`config.mk`:
```
export PLATFORM = sky130hd
export DESIGN_NAME = control_sequencer
export DESIGN_NICKNAME = d
export VERILOG_FILES = /design/src/rtl/control_sequencer.sv
export SDC_FILE = /design/constraint.sdc
export NUM_CORES = 1
export LEC_CHECK = 0
export ABC_CLOCK_PERIOD_IN_PS = 4600
export BUFFER_PORTS_ARGS = -buffer_cell sky130_fd_sc_hd__buf_2
export CORE_MARGIN = 2
export CORE_UTILIZATION = 44
export CTS_BUF_LIST = sky130_fd_sc_hd__clkbuf_8
export DETAILED_ROUTE_END_ITERATION = 12
export PLACE_DENSITY = 0.88
export SLEW_MARGIN = 20
export SYNTH_ARGS = -nofsm -noshare
export SYNTH_HDL_FRONTEND = slang
export SYNTH_SLANG_ARGS = --single-unit
```
`constraint.sdc`:
```
create_clock -name Clock -period 4.6 [get_ports Clock]
set_clock_uncertainty 0.15 [all_clocks]
set_input_delay 0.46 -clock Clock [delete_from_list [all_inputs] [get_ports Clock]]
set_output_delay 0.46 -clock Clock [all_outputs]
set_load 0.03 [all_outputs]
```
`src/rtl/control_sequencer.sv`:
```
// Hardwired fetch/decode/execute control unit for the mini CPU datapath.
// Optional CTRL_INSTR_COUNT_EN adds instr_count (retired non-illegal instructions).
module control_sequencer #(
  parameter int NREG = 16,
  parameter int OPW  = 5
) (
  input  logic            Clock,
  input  logic            clear,
  input  logic            Run,
  input  logic [31:0]     IR,
  output logic            PCout,
  output logic            Zhighout,
  output logic            Zlowout,
  output logic            MDRout,
  output logic            HIout,
  output logic            LOout,
  output logic            MARin,
  output logic            PCin,
  output logic            MDRin,
  output logic            IRin,
  output logic            Yin,
  output logic            Zin,
  output logic            HIin,
  output logic            LOin,
  output logic            IncPC,
  output logic            Read,
  output logic [NREG-1:0] Rout,
  output logic [NREG-1:0] Rin,
  output logic [OPW-1:0]  op,
  output logic            Done,
  output logic            Halted,
  output logic            Illegal
`ifdef CTRL_INSTR_COUNT_EN
  ,
  output logic [31:0]     instr_count
`endif
);

  typedef enum logic [3:0] {
    S_RESET, S_T0, S_T1, S_T2, S_T3,
    S_T4, S_T5, S_T6, S_HALT
  } state_t;

  state_t state, state_nx;

  logic [4:0] opc;
  logic [3:0] ra, rb, rc;
  logic is_md, is_two, is_un;
  logic is_nop, is_halt, is_bad;
  logic ill_now, illegal_q;
  logic unused_ir;

  assign opc = IR[31:27];
  assign ra  = IR[26:23];
  assign rb  = IR[22:19];
  assign rc  = IR[18:15];
  assign unused_ir = ^IR[14:0];

  assign is_md   = (opc == 5'd15) || (opc == 5'd16);
  assign is_two  = (opc <= 5'd8) || is_md;
  assign is_un   = (opc == 5'd17) || (opc == 5'd18);
  assign is_nop  = (opc == 5'd26);
  assign is_halt = (opc == 5'd27);
  assign is_bad  = !(is_two || is_un || is_nop || is_halt);

  assign ill_now = (state == S_T3) && is_bad;
  assign Illegal = illegal_q || ill_now;

  // Falling-edge update keeps strobes settled for the rising-edge datapath
  always_ff @(negedge Clock or posedge clear) begin
    if (clear) begin
      state     <= S_RESET;
      illegal_q <= 1'b0;
    end else begin
      state     <= state_nx;
      illegal_q <= illegal_q || ill_now;
    end
  end

`ifdef CTRL_INSTR_COUNT_EN
  always_ff @(negedge Clock or posedge clear) begin
    if (clear)
      instr_count <= '0;
    else if (Done && !ill_now)
      instr_count <= instr_count + 32'd1;
  end
`endif

  always_comb begin
    state_nx = state;
    PCout    = 1'b0;
    Zhighout = 1'b0;
    Zlowout  = 1'b0;
    MDRout   = 1'b0;
    HIout    = 1'b0;
    LOout    = 1'b0;
    MARin    = 1'b0;
    PCin     = 1'b0;
    MDRin    = 1'b0;
    IRin     = 1'b0;
    Yin      = 1'b0;
    Zin      = 1'b0;
    HIin     = 1'b0;
    LOin     = 1'b0;
    IncPC    = 1'b0;
    Read     = 1'b0;
    Rout     = '0;
    Rin      = '0;
    op       = '0;
    Done     = 1'b0;
    Halted   = 1'b0;
    case (state)
      S_RESET: begin
        if (Run) state_nx = S_T0;
      end
      S_T0: begin
        PCout    = 1'b1;
        MARin    = 1'b1;
        IncPC    = 1'b1;
        Zin      = 1'b1;
        state_nx = S_T1;
      end
      S_T1: begin
        Zlowout  = 1'b1;
        PCin     = 1'b1;
        Read     = 1'b1;
        MDRin    = 1'b1;
        state_nx = S_T2;
      end
      S_T2: begin
        MDRout   = 1'b1;
        IRin     = 1'b1;
        state_nx = S_T3;
      end
      S_T3: begin
        unique case (1'b1)
          is_two: begin
            Rout     = NREG'(1) << rb;
            Yin      = 1'b1;
            state_nx = S_T4;
          end
          is_un: begin
            state_nx = S_T4;
          end
          is_halt: begin
            Done     = 1'b1;
            state_nx = S_HALT;
          end
          default: begin
            Done     = 1'b1;
            state_nx = Run ? S_T0 : S_RESET;
          end
        endcase
      end
      S_T4: begin
        Rout     = NREG'(1) << (is_un ? rb : rc);
        op       = OPW'(opc);
        Zin      = 1'b1;
        state_nx = S_T5;
      end
      S_T5: begin
        Zlowout = 1'b1;
        if (is_md) begin
          LOin     = 1'b1;
          state_nx = S_T6;
        end else begin
          Rin      = NREG'(1) << ra;
          Done     = 1'b1;
          state_nx = Run ? S_T0 : S_RESET;
        end
      end
      S_T6: begin
        Zhighout = 1'b1;
        HIin     = 1'b1;
        Done     = 1'b1;
        state_nx = Run ? S_T0 : S_RESET;
      end
      S_HALT: begin
        Halted = 1'b1;
      end
      default: state_nx = S_RESET;
    endcase
  end

endmodule

```
==> results of run 1 <==
-- logic make-up after synthesis --
family,Yosys count,synth area share (%)
XOR/XNOR,2,1.498
flip-flops,5,10.70
buffers and inverters,29,15.61
other,1,0.3205
AND/OR/NAND/NOR,82,43.53
AO/OA/AOI/OAI,44,28.34
-- metrics by stage --
| step | util (%) | cells | setup slack, ns | TNS, ns |
|---|---|---|---|---|
| floorplan | - | 164 | -0.2653 | -3.182 |
| global placement | 82.53 | 270 | -0.1093 | -1.479 |
| detailed placement | 82.53 | 270 | -0.1541 | -2.440 |
| CTS | 93.69 | 277 | -0.3571 | -8.901 |
-- what timing repair did --
action                     CTS
setup buffers                3
pin swaps                    4
gates resized for setup     66
setup endpoints to repair   40
-- per-layer routing --
metal	GRT usage, %	overflow
met5	0	0
met4	93.38	47
met3	42.62	0
met2	94.90	36
met1	71.16	1
==> metrics.md, run 1 <==
| Metric | Value |
|---|---|
| Post-synth EDFFs | 0 |
| Worst_ep grt | Rout[3] |
| GRT overflow | 84 |
| Sink Count | 5 |
| Post-DP HPWL | ~3.7 mm |
| Dominant cells by area after synthesis | dfrtn_1 11%, nor4_1 6.4%, o22ai_1 6.4% |
| Mapped Area | between 0.001 and 0.0015 mm^2 |
| Top-count cell post-synth | nor2_1 |
| Die width | 55.57 um |
| Initial Util | between 40% and 50% |
| Cell taking the most area after synthesis | dfrtn_1 |
| Worst endpoint type | primary output |
| Gr usage total | roughly 73% |
| Asr flop ratio synth | between 90% and 100% |
| Error | [ERROR GRT-0232] Routing congestion too high. Check the congestion heatmap in the GUI. |
| Yosys top cell area share | a little over a tenth |
| Seq/Total Area, Yosys | between 10% and 20% |
| Post-cts hold buffer count | 0 |
| Cells after Synth | between 150 and 200 |
| H-tree depth | 1 |
| Largest net degree at the start of global routing | 13 |
| # rows | 18 |
| Status | stopped before the end |
| CTS buffer count | 3 |
| RePlAce Congestion | around 0.86 |
| #FFs+latches synth | 5 |
| Failing step | global routing (5_1_grt) |
| YS warnings | 0 |
| Commonest cells post-synth | 14 x nor2_1, 13 x nand2_1, 12 x inv_1, 12 x nor4_1, 12 x o22ai_1 |
| CTS max path bufs | 2 |
| CTS Root Cell | clkbuf_8 |
| DP Area | roughly 0.0021 mm^2 |
| Chip height | approximately 56 um |
| # port buffers | 73 |
| Main synth FF type | dfrtn_1 |
| # IOs | approximately 90 |
| Average cell area after synthesis | 7.177 um^2 |
| Synth unique cells | 55 |
==> run 2, diff against run 1 <==
--- a/config.mk
+++ b/config.mk
@@ -7,11 +7,10 @@
 export LEC_CHECK = 0
 export ABC_CLOCK_PERIOD_IN_PS = 4600
 export BUFFER_PORTS_ARGS = -buffer_cell sky130_fd_sc_hd__buf_2
-export CORE_MARGIN = 2
-export CORE_UTILIZATION = 44
-export CTS_BUF_LIST = sky130_fd_sc_hd__clkbuf_8
+export CORE_AREA = 2 2 63 65
 export DETAILED_ROUTE_END_ITERATION = 12
-export PLACE_DENSITY = 0.88
+export DIE_AREA = 0 0 65 67
+export PLACE_DENSITY_LB_ADDON = 0.15
 export SLEW_MARGIN = 20
 export SYNTH_ARGS = -nofsm -noshare
 export SYNTH_HDL_FRONTEND = slang
==> run 2 against run 1 <==
The flow now finishes, with violations (negative setup slack). Synthesized cell count stayed put. Area after synthesis stayed put.
==> metrics.md, run 2 <==
| Metric | Value |
|---|---|
| Status | finished with violations |
| Failing checks | negative setup slack |
| Post-Synth XOR/XNOR Area | 1.497% (unchanged) |
| Top Registers | state x4, illegal_q x1 |
| Largest net degree at the start of global routing | 11 |
| Cell family with the largest share of critical-path delay | simple AND/OR/NAND/NOR gates |
| Worst vdd ir | between 0.15 and 0.2 mV |
| Post-synth EDFFs | 0 (unchanged) |
| Initial DRC Count | 28 |
| Slew Limit Headroom | 63.60% |
| Largest register FFs | 4 |
| Layout cells sized above 1 | 66.67% |
| RSZ-0062 raised after global routing | yes |
| Post-Route WL | 4.457 mm |
| Die width | 65 um (+17%) |
| Min-delay src | illegal_q$_DFF_NP0_ |
| Worst-Margin Slew | roughly 0.54 ns |
| Slew Limit Fails | 0 |
| Mux contribution to synthesized area | 0% (unchanged) |
| CTS buffer count | 3 (unchanged) |
| CP endpoint | Rout[3] |
| Critical path arrival | around 4.3 ns |
| Commonest non-fill, non-tap cell in the layout | buf_6 |
| CP Max Fanout | 7 |
| Worst reg-to-reg setup slack | 2.70 ns |
| Combinational family with the most area after synthesis | simple AND/OR/NAND/NOR gates |
| Start of the worst register-to-register path | state[0]$_DFFE_NP0P_ |
| Critical path depth | 6 |
| # rows | 22 (+4) |
| Die area | around 0.0044 mm^2 |
| # setup viols final | 39 |
| Initial Util | 32.44% (-14 points) |
| Yosys top cell area share | 10.70% (unchanged) |
| Dominant cells by area after synthesis | dfrtn_1 11%, nor4_1 6.4%, o22ai_1 6.4% |
| Hold Slack | 0.3872 ns |
| Post-synthesis simple-gate area fraction | 43.53% (unchanged) |
| # DRC | 0 |
| Cells after Synth | 163 (unchanged) |
| N_diodes | 0 |
| Initial antenna violation count | 0 |
| Fin area | approximately 0.0026 mm^2 |
| Main synth FF type | dfrtn_1 |
| Critical path's largest stage delay | around 0.52 ns |
| P_leak | 0.001055 uW |
| Post-DP HPWL | 3.314 mm (-11%) |
| Post-route setup slack | -0.3436 ns |
| Synth Area in Compound Gates | 28.34% (unchanged) |
| Worst path bufs/invs | 2 |
| Final core utilization | 72.83% |
| CP Capture Type | output port |
| Worst Reg-to-Reg Cells | 7 |
| Setup TNS | -9.544 ns |
| # port buffers | 73 (unchanged) |
| Antenna Nets Post-Route | 0 |
| Worst-path cell chain | or4b_4 -> a31oi_4 -> buf_12 -> nand3_4 -> o22ai_4 -> buf_6 |
| Hold Crit Class | register to register |
| CP max-delay cell | or4b_4 |
| Post-Synth Adder-Cell Area | 0% (unchanged) |
| Core area | roughly 0.0036 mm^2 |
| Pwr dens | 351.0 mW/mm^2 |
| YS warnings | 0 (unchanged) |
| Gr usage total | between 10% and 20% |
| Sink Count | 5 (unchanged) |
| Total vias in the final route | between 1500 and 2000 |
| CTS Root Cell | clkbuf_8 |
| Max Cap Violations | 0 |
| Chip height | 67 um (+21%) |
| DP Area | 0.002131 mm^2 (+3.3%) |
| Cell taking the most area after synthesis | dfrtn_1 |
| First-pass GRT wire length | around 6.8 mm |
| Clock Latency Late Sink | around 0.25 ns |
| WL per Instance | between 10 and 15 um |
| Mapped Area | 0.001170 mm^2 (unchanged) |
| Top-count cell post-synth | nor2_1 |
| Vias in the first global route | around 1500 |
| Final Net Count | a little under 300 |
| Largest Register | state |
| Crit path from | state[2]$_DFFE_NP0P_ |
| Setup CP Type | register to output port |
| Commonest cells post-synth | 14 x nor2_1, 13 x nand2_1, 12 x inv_1, 12 x nor4_1, 12 x o22ai_1 |
| Required @ worst endpoint | about 4 ns |
| GRT overflow | 0 |
| Fillers | between 200 and 300 |
| Crit start category | register |
| Final hold violations | 0 |
| Synth unique cells | 55 (unchanged) |
| Area grow syn2layout | 124.5% |
| Average cell area after synthesis | 7.177 um^2 (unchanged) |
| Vias per std cell | ~5.3 |
| R2r endpoint | state[2]$_DFFE_NP0P_ |
| RePlAce Congestion | 0.8220 (-4.7%) |
| TritonCTS clock tree | yes |
| CTS max path bufs | 2 (unchanged) |
| #FFs+latches synth | 5 (unchanged) |
| H-tree depth | 1 (unchanged) |
| Asr flop ratio synth | 100.0% (unchanged) |
| Pre-Repair DR Iteration Count | 4 |
| Post-cts hold buffer count | 0 (unchanged) |
| Commonest non-fill, non-tap cells in the layout | 38 x buf_6, 35 x buf_4, 33 x buf_2 |
| Clock Pin Slew Worst Setup and Hold Paths | approximately 0.03 ns |
| Seq/Total Area, Yosys | 10.70% (unchanged) |
| # IOs | 91 (unchanged) |
-- run 2: cell counts after synthesis --
Identical to the previous run, type by type.
-- run 2: final cells by class --
type                    instances  area (um^2)  share of cell area [%]
well taps                      48        60.06                   2.287
flip-flops and latches          5        125.1                   4.764
repair buffers                110        940.9                   35.83
inverters                      12        45.04                   1.715
multi-input cells             130         1410                   53.69
clock buffers                   4        45.04                   1.715
-- run 2: cells by family after synthesis --
| family | after synthesis |
|---|---|
| AOI/OAI and AO/OA | 44 |
| other | 1 |
| and+or+nand+nor | 82 |
| xor gates and xnor gates | 2 |
| buffers and inverters | 29 |
| DFF | 5 |
-- run 2: how the worst min path moves through the flow --
stage / cells past startpoint / slack (ns) / to
floorplan: 1 / 0.30 / state[0]$_DFFE_NP0P_
global placement: 1 / 0.25 / illegal_q$_DFF_NP0_
detailed placement: 1 / 0.25 / illegal_q$_DFF_NP0_
CTS: 1 / 0.28 / illegal_q$_DFF_NP0_
global route: 2 / 0.44 / illegal_q$_DFF_NP0_
finish: 2 / 0.39 / illegal_q$_DFF_NP0_
-- run 2: layer usage --
layer | GRT usage (%) | part of all wire [%]
met1 | 25.78 | 41
met2 | 34.15 | 54
met3 | 3.378 | 4.5
met4 | 3.989 | 0.74
met5 | 0 | 0
-- run 2: tightest hold or removal path, stage by stage (launching register included) --
cell and delay (ns):
dfrtn_1 0.39, a21o_1 0.12, buf_4 0.11
-- run 2: timing repair --
action	4_1_cts	5_1_grt
gates resized for setup	74	26
hold endpoints to repair	0	0
buffers inserted	5	5
cloned	0	1
setup endpoints to repair	36	39
pin swaps	2	5
-- run 2: per-stage QoR --
step                setup slack [ns]  total power (uW)  std cells
floorplan                    -0.2653             511.0        164
global placement             -0.1639             662.5        294
detailed placement           -0.1535             664.4        294
CTS                          -0.3400             810.9        303
global route                 -0.3879             976.0        309
finish                       -0.3436             921.8        309
-- run 2: power by group --
| part | internal (uW) | switching [uW] | total [uW] |
|---|---|---|---|
| sequential | 62.1 | 16.9 | 79.0 |
| clock | 59.8 | 25.3 | 85.1 |
| combinational | 337 | 421 | 758 |
(Power assumes the default switching activity.)
